`src/rtl/instruction_fetch.sv`:
```
// Fetch stage: owns the PC, drives the memory PC port and buffers returned words in a
// 2-entry skid FIFO so decode can stall without losing or duplicating instructions.
module instruction_fetch #(
    parameter logic [31:0] RESET_PC       = 32'h0000_0000,
    parameter bit          WORD_ADDRESSED = 1'b1
) (
    input  logic        clk,
    input  logic        rst,
    input  logic        stall,
    input  logic        redirect_valid,
    input  logic [31:0] redirect_pc,
    output logic [31:0] mem_pc_address,
    input  logic [31:0] mem_pc_data,
    output logic        instr_valid,
    output logic [31:0] instr,
    output logic [31:0] instr_pc,
    output logic        misaligned_redirect
);

    typedef enum logic [1:0] {
        FIFO_EMPTY = 2'd0,
        FIFO_ONE   = 2'd1,
        FIFO_FULL  = 2'd2
    } fifo_state_e;

    // Handshake: the head entry is offered while instr_valid=1 and is consumed at the
    // clock edge of any cycle with instr_valid=1 and stall=0; it is held otherwise.
    fifo_state_e count_q, count_d;
    logic [31:0] fetch_pc_q, fetch_pc_d;
    logic        resp_valid_q, resp_valid_d;
    logic [31:0] resp_pc_q, resp_pc_d;
    logic [31:0] e0_instr_q, e0_instr_d, e0_pc_q, e0_pc_d;
    logic [31:0] e1_instr_q, e1_instr_d, e1_pc_q, e1_pc_d;
    logic        misaligned_q, misaligned_d;

    logic        pop;
    logic        issue;
    logic [2:0]  occupancy;

    assign instr_valid         = (count_q != FIFO_EMPTY);
    assign instr               = e0_instr_q;
    assign instr_pc            = e0_pc_q;
    assign misaligned_redirect = misaligned_q;
    assign mem_pc_address      = WORD_ADDRESSED ? {2'b00, fetch_pc_q[31:2]} : fetch_pc_q;

    always_comb begin
        pop       = instr_valid & ~stall;
        // Words that will still be held after this edge if a new fetch goes out now.
        occupancy = {1'b0, count_q} + {2'b00, resp_valid_q} - {2'b00, pop};
        issue     = ~redirect_valid & (occupancy <= 3'd1);

        count_d      = count_q;
        fetch_pc_d   = fetch_pc_q;
        resp_valid_d = resp_valid_q;
        resp_pc_d    = resp_pc_q;
        e0_instr_d   = e0_instr_q;
        e0_pc_d      = e0_pc_q;
        e1_instr_d   = e1_instr_q;
        e1_pc_d      = e1_pc_q;
        misaligned_d = 1'b0;

        if (redirect_valid) begin
            count_d      = FIFO_EMPTY;
            resp_valid_d = 1'b0;
            fetch_pc_d   = {redirect_pc[31:2], 2'b00};
            misaligned_d = |redirect_pc[1:0];
        end else begin
            resp_valid_d = issue;
            if (issue) begin
                resp_pc_d  = fetch_pc_q;
                fetch_pc_d = fetch_pc_q + 32'd4;
            end
            case ({resp_valid_q, pop})
                2'b10: begin
                    if (count_q == FIFO_EMPTY) begin
                        e0_instr_d = mem_pc_data;
                        e0_pc_d    = resp_pc_q;
                        count_d    = FIFO_ONE;
                    end else if (count_q == FIFO_ONE) begin
                        e1_instr_d = mem_pc_data;
                        e1_pc_d    = resp_pc_q;
                        count_d    = FIFO_FULL;
                    end
                end
                2'b01: begin
                    e0_instr_d = e1_instr_q;
                    e0_pc_d    = e1_pc_q;
                    count_d    = (count_q == FIFO_FULL) ? FIFO_ONE : FIFO_EMPTY;
                end
                2'b11: begin
                    // Simultaneous push and pop: occupancy unchanged, queue shifts forward.
                    if (count_q == FIFO_ONE) begin
                        e0_instr_d = mem_pc_data;
                        e0_pc_d    = resp_pc_q;
                    end else begin
                        e0_instr_d = e1_instr_q;
                        e0_pc_d    = e1_pc_q;
                        e1_instr_d = mem_pc_data;
                        e1_pc_d    = resp_pc_q;
                    end
                end
                default: ;
            endcase
        end
    end

    always_ff @(posedge clk or negedge rst) begin
        if (!rst) begin
            count_q      <= FIFO_EMPTY;
            fetch_pc_q   <= RESET_PC;
            resp_valid_q <= 1'b0;
            resp_pc_q    <= 32'd0;
            e0_instr_q   <= 32'd0;
            e0_pc_q      <= 32'd0;
            e1_instr_q   <= 32'd0;
            e1_pc_q      <= 32'd0;
            misaligned_q <= 1'b0;
        end else begin
            count_q      <= count_d;
            fetch_pc_q   <= fetch_pc_d;
            resp_valid_q <= resp_valid_d;
            resp_pc_q    <= resp_pc_d;
            e0_instr_q   <= e0_instr_d;
            e0_pc_q      <= e0_pc_d;
            e1_instr_q   <= e1_instr_d;
            e1_pc_q      <= e1_pc_d;
            misaligned_q <= misaligned_d;
        end
    end

    push_never_overflows: assert property (@(posedge clk) disable iff (!rst)
        !(resp_valid_q && !pop && !redirect_valid && count_q == FIFO_FULL));

endmodule
```
`config.mk`:
```
export PLATFORM = sky130hd
export DESIGN_NAME = instruction_fetch
export DESIGN_NICKNAME = d
export VERILOG_FILES = /design/src/rtl/instruction_fetch.sv
export SDC_FILE = /design/constraint.sdc
export NUM_CORES = 1
export LEC_CHECK = 0
export CORE_ASPECT_RATIO = 0.8
export CORE_MARGIN = 4
export CORE_UTILIZATION = 47
export DETAILED_ROUTE_END_ITERATION = 7
export PLACE_DENSITY = 0.78
export SLEW_MARGIN = 5
export SYNTH_ARGS = -nofsm -noshare
export SYNTH_HDL_FRONTEND = slang
export SYNTH_SLANG_ARGS = --single-unit
```
`constraint.sdc`:
```
create_clock -name clk -period 2.96 [get_ports clk]
set_input_delay 0.444 -clock clk [delete_from_list [all_inputs] [get_ports clk]]
set_output_delay 0.444 -clock clk [all_outputs]
set_load 0.05 [all_outputs]
```
======== Word level (Yosys, flattened, before mapping) ========
Cells that the tools add are included.
word-level totals
  register bits after elaboration ......... 196
  bits in latches ......................... 0
  memory bits (writable) .................. 0
  ROM bits ................................ 0
  input port bits ......................... 68
  output and inout port bits .............. 98
  logic and storage cells ................. 58
  memories ................................ 0
cells by class
  $add $sub $neg .......................... 3
  multiply operators ...................... 0
  div/mod/pow operators ................... 0
  order comparisons ....................... 1
  equality and inequality tests ........... 9
  shifts and indexed selects .............. 0
  muxes and demuxes ....................... 21
  bitwise operators ....................... 4
  reductions and logical operators ........ 11
operator list
  operator                                                                          number
  32-bit 2-to-1 mux                                                                 10
  32-bit case mux with 3 select lines                                               2
  32-bit case mux with 2 select lines                                               2
  32-bit by 3-bit adder with 32-bit output, second input constant                   1
  2-bit equality test, second input constant                                        3
  2-bit 2-to-1 mux                                                                  3
  2-bit != test, second input constant                                              3
  2-bit nonzero test                                                                3
  3-bit nonzero test                                                                2
  2-bit by 1-bit equality test with 1-bit output, second input constant             2
  4-bit != test, second input constant                                              1
  2-bit case mux with 2 select lines                                                1
  2-bit AND reduction                                                               2
  4-bit AND reduction                                                               1
  2-bit by 1-bit adder with 3-bit output                                            1
  3-bit by 1-bit less-or-equal comparator with 1-bit output, second input constant  1
  1-bit 2-to-1 mux                                                                  3
  3-bit AND reduction                                                               1
  3-bit by 1-bit subtractor with 3-bit output                                       1
  1-bit bitwise AND                                                                 2
  2-bit logical NOT                                                                 1
  1-bit NOT                                                                         2
  2-bit OR reduction                                                                1

======== Logic depth before layout (Yosys ltp) ========
  word-level depth ........................ 7
  depth in mapped cells ................... 13
  depth with buffers taken out ............ 11

======== Worst setup path before layout ========
Ideal clock, no wire load.
  kind .................................... register -> register
  start ................................... register count_q[1]
  end ..................................... register fetch_pc_q[27]
  setup time .............................. 0.082 ns
  arrival time ............................ 3.225 ns
  required time ........................... 2.878 ns
  slack ................................... -0.347 ns
  stages on the path, launching flop included .. 14
  path buffers ............................ 2
  period minus slack after synthesis ...... 3.307 ns
  cell sequence ........................... dfrtp_1 -> buf_6 -> nor2_1 -> nor2_1 -> ha_1 -> inv_1 -> ha_1 -> inv_1 -> fa_1 -> nand4_1 -> or4_1 -> buf_2 -> or4_1 -> a31oi_1
on the way
  longest elaborated chain between the ends .. 6
  elaborated cells between the ends (all ways) .. 7
  classes of those cells .................. add/sub (2); order compare (1); bitwise (2); reduce/logical (2)
RTL lines
  item                                                                                            line  source
  start: declaration                                                                              28    fifo_state_e count_q, count_d;
  start signal: assignment                                                                        119   count_q <= count_d;
  parallel branches: the longest is 2 deep, another holds 2-bit by 1-bit adder with 3-bit output  -
  3-bit by 1-bit subtractor with 3-bit output *                                                   49    occupancy = {1'b0, count_q} + {2'b00, resp_valid_q} - {2'b00, pop};
  3-bit by 1-bit less-or-equal comparator with 1-bit output *                                     50    issue = ~redirect_valid & (occupancy <= 3'd1);
  1-bit bitwise AND *                                                                             50
  2-bit nonzero test (no line) *                                                                  -
  end signal: assignment                                                                          120   fetch_pc_q <= fetch_pc_d;
  end: declaration                                                                                29    logic [31:0] fetch_pc_q, fetch_pc_d;
Every way passes the cells marked *.
A chain may end at the register's enable or synchronous reset.

======== Worst setup path in the final report ========
Ends and elaborated chain as after synthesis.

==> results.md <==
* Critical-path top delay cell: fa_2
* FILL cells at about 1400
* Pwr dens at 1148 nW/um^2
* Slowest Stage Delay on Critical Path at 0.56 ns
* Initial DRC count at between 400 and 500
* Worst EP required at around 3.3 ns
* First-pass GRT wire length at between 30000 and 40000 um
* Crit path time final at 2.998 ns
* Crit path buf inv count at 2
* # clock sinks at 192
* Status: complete, but fails checks
* CTS tree: built
* Fin. Hold Viols at 0
* CP top delay family: simple AND/OR/NAND/NOR gates
* Largest net degree at the start of global routing at 79
* Crit path capture type: flip-flop
* Final setup viols at 3
* Vias at approximately 6500
* Worst Max-Slew Pin Slew at slightly above 0.9 ns
* Initial Util at between 40% and 50%
* Clock Skew at 0.008773 ns
* Seq/Total Area, Yosys at 57.17%
* CTS max path bufs at 2
* Pre-antenna DRT Iters at 5
* Mapped cell area at around 8400 um^2
* IO buf count at 163
* Worst Slack Setup Final at -0.03847 ns
* Highest Clock Rate at 333.5 MHz
* Row cnt at 43
* RSZ-0062 raised after global routing: true
* Antenna violations before repair at 0
* Async SR Flop Fraction at 100.0%
* Final ANT Viol Nets at 0
* Die Y at between 100 and 150 um
* GPL Wtd Cong at 0.8574
* Final Hold Slack at 0.02428 ns
* Drt via density at 5.654
* Failing checks: negative setup slack
* Vias in the first global route at 6632
* Clk_lat worst skew at 0.42 ns
* Layout cell share with drive strength beyond 1 at 20.19%
* GRT Util Overall at 21.17%
* Placed inst area at roughly 11000 um^2
* Maximum VDD drop at 811.2 uV
* Slew margin rel. at 38.51%
* Die area at 20100 um^2
* Post-synth EDFFs at 0
* H-tree Lvls at 4
* Number of top-level pins at 166
* Final period util at 101.3%
* Critical path peak fanout at 6
* Startpoint Class: flip-flop
* Primary FF master, synth: dfrtp_1
* DRC errors left at 0
* Cts hold-fix bufs at 0
* Wirelength, routed at about 21000 um
* Worst min path class: input port to asynchronous set/reset pin
* Final instance area at 11280 um^2
* Yosys reg bits at around 190
* Synth-to-Final Area Change at 34.18%
* Core ar. at 17430 um^2
* Synth cell types at 53
* Detail Placement HPWL at 13980 um
* Max Cap Violations at 0
* TritonCTS buffer count at 17
* Area fraction of the dominant cell type after synthesis at a little under three fifths
* Die width at 157.5 um
* Leakage at 4.599 nW
* Net count, final at 987
* Ys Warns at 0
* Worst EP arrival at approximately 3.3 ns
* Syn_area_per_cell at 11.37 um^2
* Top cells by area, synth: dfrtp_1 (57%), mux2_2 (12%), a22oi_1 (5.5%)
* Area leader, netlist: dfrtp_1
* Max Slew Vio Count at 0
* Residual overflow from global routing at 0
* Clock-pin slew on the worst setup and hold paths at 0.07 ns
* Routed len/inst at 18.08 um
* N_diodes at 0
* Critical Path, Cell by Cell: nor2_4 -> nor2_4 -> ha_4 -> inv_4 -> ha_4 -> inv_2 -> fa_2 -> nand4_1 -> or4_4 -> or4_4 -> a31oi_1
* Clk root buf: clkbuf_16
* Crit path kind: flip-flop to flip-flop
* Mapped Cells at 739
area by class of cell:
class                           instances  area (um^2)  share of cell area [%]
Clock buffer                           21        440.4                   3.905
Clock inverter                         11        155.1                   1.376
Inverter                               14        55.05                  0.4882
Multi-Input combinational cell        481         3483                   30.89
Sequential cell                       192         4805                   42.61
Tap cell                              225        281.5                   2.496
Timing Repair Buffer                  207         2057                   18.24
kinds of logic (layout without fill, tap and decap cells):
kind of cell	Yosys count	in the layout	synth area share, %
other	1	2	0.04462
flip-flops	192	192	57.17
buffers and inverters	67	253	3.320
multiplexers	95	95	12.68
XOR/XNOR	12	12	1.429
AO/OA/AOI/OAI	183	183	13.92
AND/OR/NAND/NOR	183	183	10.45
adder cells (fa/ha/maj)	6	6	0.9826
repair_timing:
| item | 4_1_cts | 5_1_grt |
|---|---|---|
| pin swaps | 3 | 7 |
| buffers inserted | 3 | 0 |
| gates cloned | 0 | 0 |
| resized for setup | 11 | 13 |
| endpoints found under the setup margin | 13 | 13 |
cell usage in the layout, fill, tap and decap left out, drive strengths merged, types with 17 or more instances in the layout:
cell type and n:
dfrtp 192, o21ai 17, clkbuf 22, clkdlybuf4s50 162
mux2 92, buf 44, nand2 26, a22oi 62
inv 17, nor2 89, a21oi 64
worst reg2reg max path: stages, from the launching register on:
cell and delay [ns]:
dfrtp_1 0.41, nor2_4 0.16, nor2_4 0.06, ha_4 0.22
inv_4 0.05, ha_4 0.11, inv_2 0.03, fa_2 0.56
nand4_1 0.14, or4_4 0.50, or4_4 0.50, a31oi_1 0.17
per-layer routing:
metal	vias to the layer above	routed length, um	GRT usage, %
li1	3028	-	-
met1	3245	9449	29.79
met2	210	9642	32.38
met3	25	1393	5.723
met4	0	323	6.373
met5	-	0	0
cell usage after synthesis (all sizes together), types with 5 or more instances:
library cell,number
inv,14
ha,5
clkbuf,35
nor2,89
buf,18
a21oi,64
dfrtp,192
o21ai,17
or4,14
or3,5
nor4,5
xor2,8
mux2,92
nand3,12
a31oi,16
nand2,26
nand4,13
a22oi,62
o31ai,10
path summary, 6_finish.rpt:
kind	start	to	slack [ns]	cells past startpoint
max	count_q[1]	fetch_pc_q[27]	-0.04	11
min	rst	instr[26]	0.02	1
max reg2reg	count_q[1]	fetch_pc_q[27]	-0.04	11
min reg2reg	e1_instr_q[23]	e1_instr_q[23]	0.49	1
max in group asynchronous	rst	instr[17]	2.26	2
min in group clk	e1_instr_q[23]	e1_instr_q[23]	0.49	1
where the power goes:
part / switching, W / internal, W
logic: 0.00362 / 0.00250
registers: 0.000717 / 0.00375
clock network: 0.00102 / 0.00134
metrics by stage:
| step | util (%) | instances | power, W | setup TNS [ns] | setup WS [ns] |
|---|---|---|---|---|---|
| 2_1_floorplan | - | 740 | 0.008463 | -1.164 | -0.2236 |
| 3_3_place_gp | 60.49 | 1116 | 0.01036 | -16.18 | -0.5320 |
| 3_5_place_dp | 60.49 | 1116 | 0.01053 | -20.36 | -0.6194 |
| 4_1_cts | 64.33 | 1151 | 0.01298 | 0 | 0.008315 |
| 5_1_grt | 64.69 | 1151 | 0.01371 | -0.5927 | -0.1291 |
| 6_report | 64.69 | 1151 | 0.01295 | -0.07164 | -0.03847 |
registers in the layout, summed over array words and instances, names as in the netlist:
register and flops:
e1_instr_q 32, e1_pc_q 32, instr 32, instr_pc 32, fetch_pc_q 30, resp_pc_q 30, count_q 2, misaligned_redirect 1
resp_valid_q 1
Power figures use the tool's default switching activity.
==> edit: new RTL, config.mk and constraints unchanged <==
Make the reset (`rst`) synchronous in one clocked block.
--- a/src/rtl/instruction_fetch.sv
+++ b/src/rtl/instruction_fetch.sv
@@ -105,5 +105,5 @@
     end
 
-    always_ff @(posedge clk or negedge rst) begin
+    always_ff @(posedge clk) begin
         if (!rst) begin
             count_q      <= FIFO_EMPTY;
Behaviour: differs if rst is asserted again (counterexample within 4 cycles, from zero or initial values and one cycle with rst low); with rst held inactive, the same outputs for 4 cycles.
==> edit against the original RTL <==
Synthesized area is 4.2% lower; clock skew is 1.2 ps higher; worst setup slack better by 92 ps; first-iteration DRC count is 42% higher; design area is 3.8% lower; final cell count is 17% higher; routed wire length is 15% higher; sequential cell count stayed put; core utilization is 0.40 points higher; largest cell class is now multi-input combinational cells.
Power is not compared: it rests on default switching activity, and its combinational part moved more than twofold at a synthesized area within 25%.
==> edit: results (changes against the original RTL) <==
metric;value;unit;change
r2r-start;count_q[0];;was count_q[1]
first_pass_iters;5;;unchanged
cpLargestDelayFamily;simple AND/OR/NAND/NOR gates;;unchanged
grt_use_total;0.237;;was 0.212
drt_iter0_drc;687;;was 484
synth_edf_count;0;;unchanged
max_stage_delay;520;ps;was 560 ps
status;complete, no violations;;was finished, violations left
holdPathEnd;instr_pc[1];;
instances_no_fill;1351;;was 1151
total_leakage_power;3.61;nW;
holdPathStages;2;;
io_buffer_count;163;;unchanged
ff2ff_setup_slack;50;ps;was -40 ps
insertion_delay;420;ps;about the same
ir_drop;0.000451;V;
clk_pin_slew_worst_paths;70;ps;about the same
root_buffer;clkbuf_16;;unchanged
syn_inst;980;;was 739
ys_seq_area_frac;0.477;;was 0.572
async_flop_share;0;;was 1.00
relSlewSlack;0.481;;was 0.385
dp_hpwl;15500;um;was 14000 um
hold_class;reg2reg;;was in2async
finalNetCount;1192;;was 987
synth.distinct_cells;48;;was 53
drive_above_1_share;0.0981;;was 0.202
hp-start;instr_pc[1];;
routed_via_density;6.01;;was 5.65
start_kind;register;;unchanged
worstPathMaxFanout;6;;unchanged
yosys-top-cells-count;192 x dfxtp_1, 105 x a21oi_1, 91 x o21ai_0, 90 x clkbuf_1, 80 x nand2_1;;was 192 x dfrtp_1, 89 x nor2_1, 86 x mux2_2, 64 x a21oi_1, 62 x a22oi_1
place_inst;1311;;was 1116
grt_pass1_wl;38400;um;was 33900 um
grt_pass1_vias;7371;;was 6632
clock_path_buffers;2;;unchanged
cts_buffers;17;;unchanged
diodes;0;;unchanged
gp_congestion;0.931;;was 0.857
reg2reg_to;fetch_pc_q[30];;was fetch_pc_q[27]
htree_num_levels;4;;unchanged
yosys_warnings;0;;unchanged
crit_slowest_cell;or4_4;;was fa_2
grt_max_degree;65;;was 79
arrival;3260;ps;was 3340 ps
skew;9.95;ps;was 8.77 ps
antenna_found_initial;0;;unchanged
synth_area_leaders;dfxtp_1 48%, a221oi_1 6.7%, a21oi_1 6.5%, o21ai_0 5.7%, nor3_1 4.7%;;was dfrtp_1 57%, mux2_2 12%, a22oi_1 5.5%, nor2_1 4.0%, a21oi_1 3.8%
place_ws;-566;ps;was -619 ps
routed_wl;24000;um;was 20800 um
r2r_cells;10;;was 11
whs;454;ps;was 24.3 ps
## edit: changes by cell type after synthesis, sizes merged, moves of 41 or more
cell / unedited run / this run
a21oi: 64 / 105
a221oi: 0 / 62
a22oi: 62 / 0
clkbuf: 35 / 90
dfrtp: 192 / 0
dfxtp: 0 / 192
mux2: 92 / 0
nand2: 26 / 80
nand3: 12 / 75
nor3: 2 / 76
o21ai: 17 / 91
## edit: layer usage
metal | wire length [um] | track usage
met5 | 0 | 0
met4 | 348 | 0.0644
met3 | 1800 | 0.0480
met2 | 10800 | 0.352
met1 | 11000 | 0.352
## edit: cell families (layout without fill, tap and decap cells)
kind of cell    count (synthesis)  in the layout  share of synthesized area
other cells                     1              2                   0.000466
fa+ha+maj                       6              6                     0.0103
flops                         192            192                      0.477
mux                             1              1                    0.00124
simple gates                  368            369                      0.223
compound gates                299            299                      0.228
xor+xnor                        8              8                    0.00870
buf+inv                       105            254                     0.0509
## edit: worst register-to-register path, delay by kind of cell (launching register included)
family          cells  cell delay [ps]
compound gates      2              230
fa+ha+maj           3              920
buf+inv             2              110
flops               1              340
simple gates        3             1250
## edit: final cells by class
| class | count | area, sq um |
|---|---|---|
| multi-input cells | 685 | 3940 |
| well taps | 220 | 275 |
| repair buffers | 211 | 2110 |
| clock buffers | 22 | 464 |
| clock inverters | 10 | 149 |
| fillers | 1397 | 5810 |
| inverters | 11 | 53.8 |
| flip-flops and latches | 192 | 3850 |
## edit: worst max path at each step
stage	cells past startpoint	slack, ps	end
CTS	10	80	fetch_pc_q[20]
finish	10	50	fetch_pc_q[30]
floorplan	12	-140	fetch_pc_q[30]
global route	10	-40	fetch_pc_q[30]
detailed placement	10	-570	fetch_pc_q[30]
global placement	10	-510	fetch_pc_q[22]
## edit: stage by stage
stage	instance area, sq um	util	TNS, ps
finish	10800	0.651	0
global route	10800	0.651	-220
CTS	10800	0.646	0
detailed placement	10100	0.608	-15840
global placement	10100	0.608	-13690
floorplan	8110	-	-413
## edit: repair_timing
action                                  4_1_cts  5_1_grt
setup buffers                                 1        5
gates cloned                                  1        1
endpoints found under the setup margin        7       12
resized for setup                             2       10
pin swaps                                     1        3
hold endpoints to repair                      0        0
## edit: power breakdown
| group | leakage, nW | total, mW | internal (mW) | switching (mW) |
|---|---|---|---|---|
| sequential | 1.57 | 2.83 | 2.71 | 0.117 |
| combinational | 1.75 | 1.23 | 0.440 | 0.790 |
| clock | 0.297 | 2.39 | 1.39 | 1.00 |
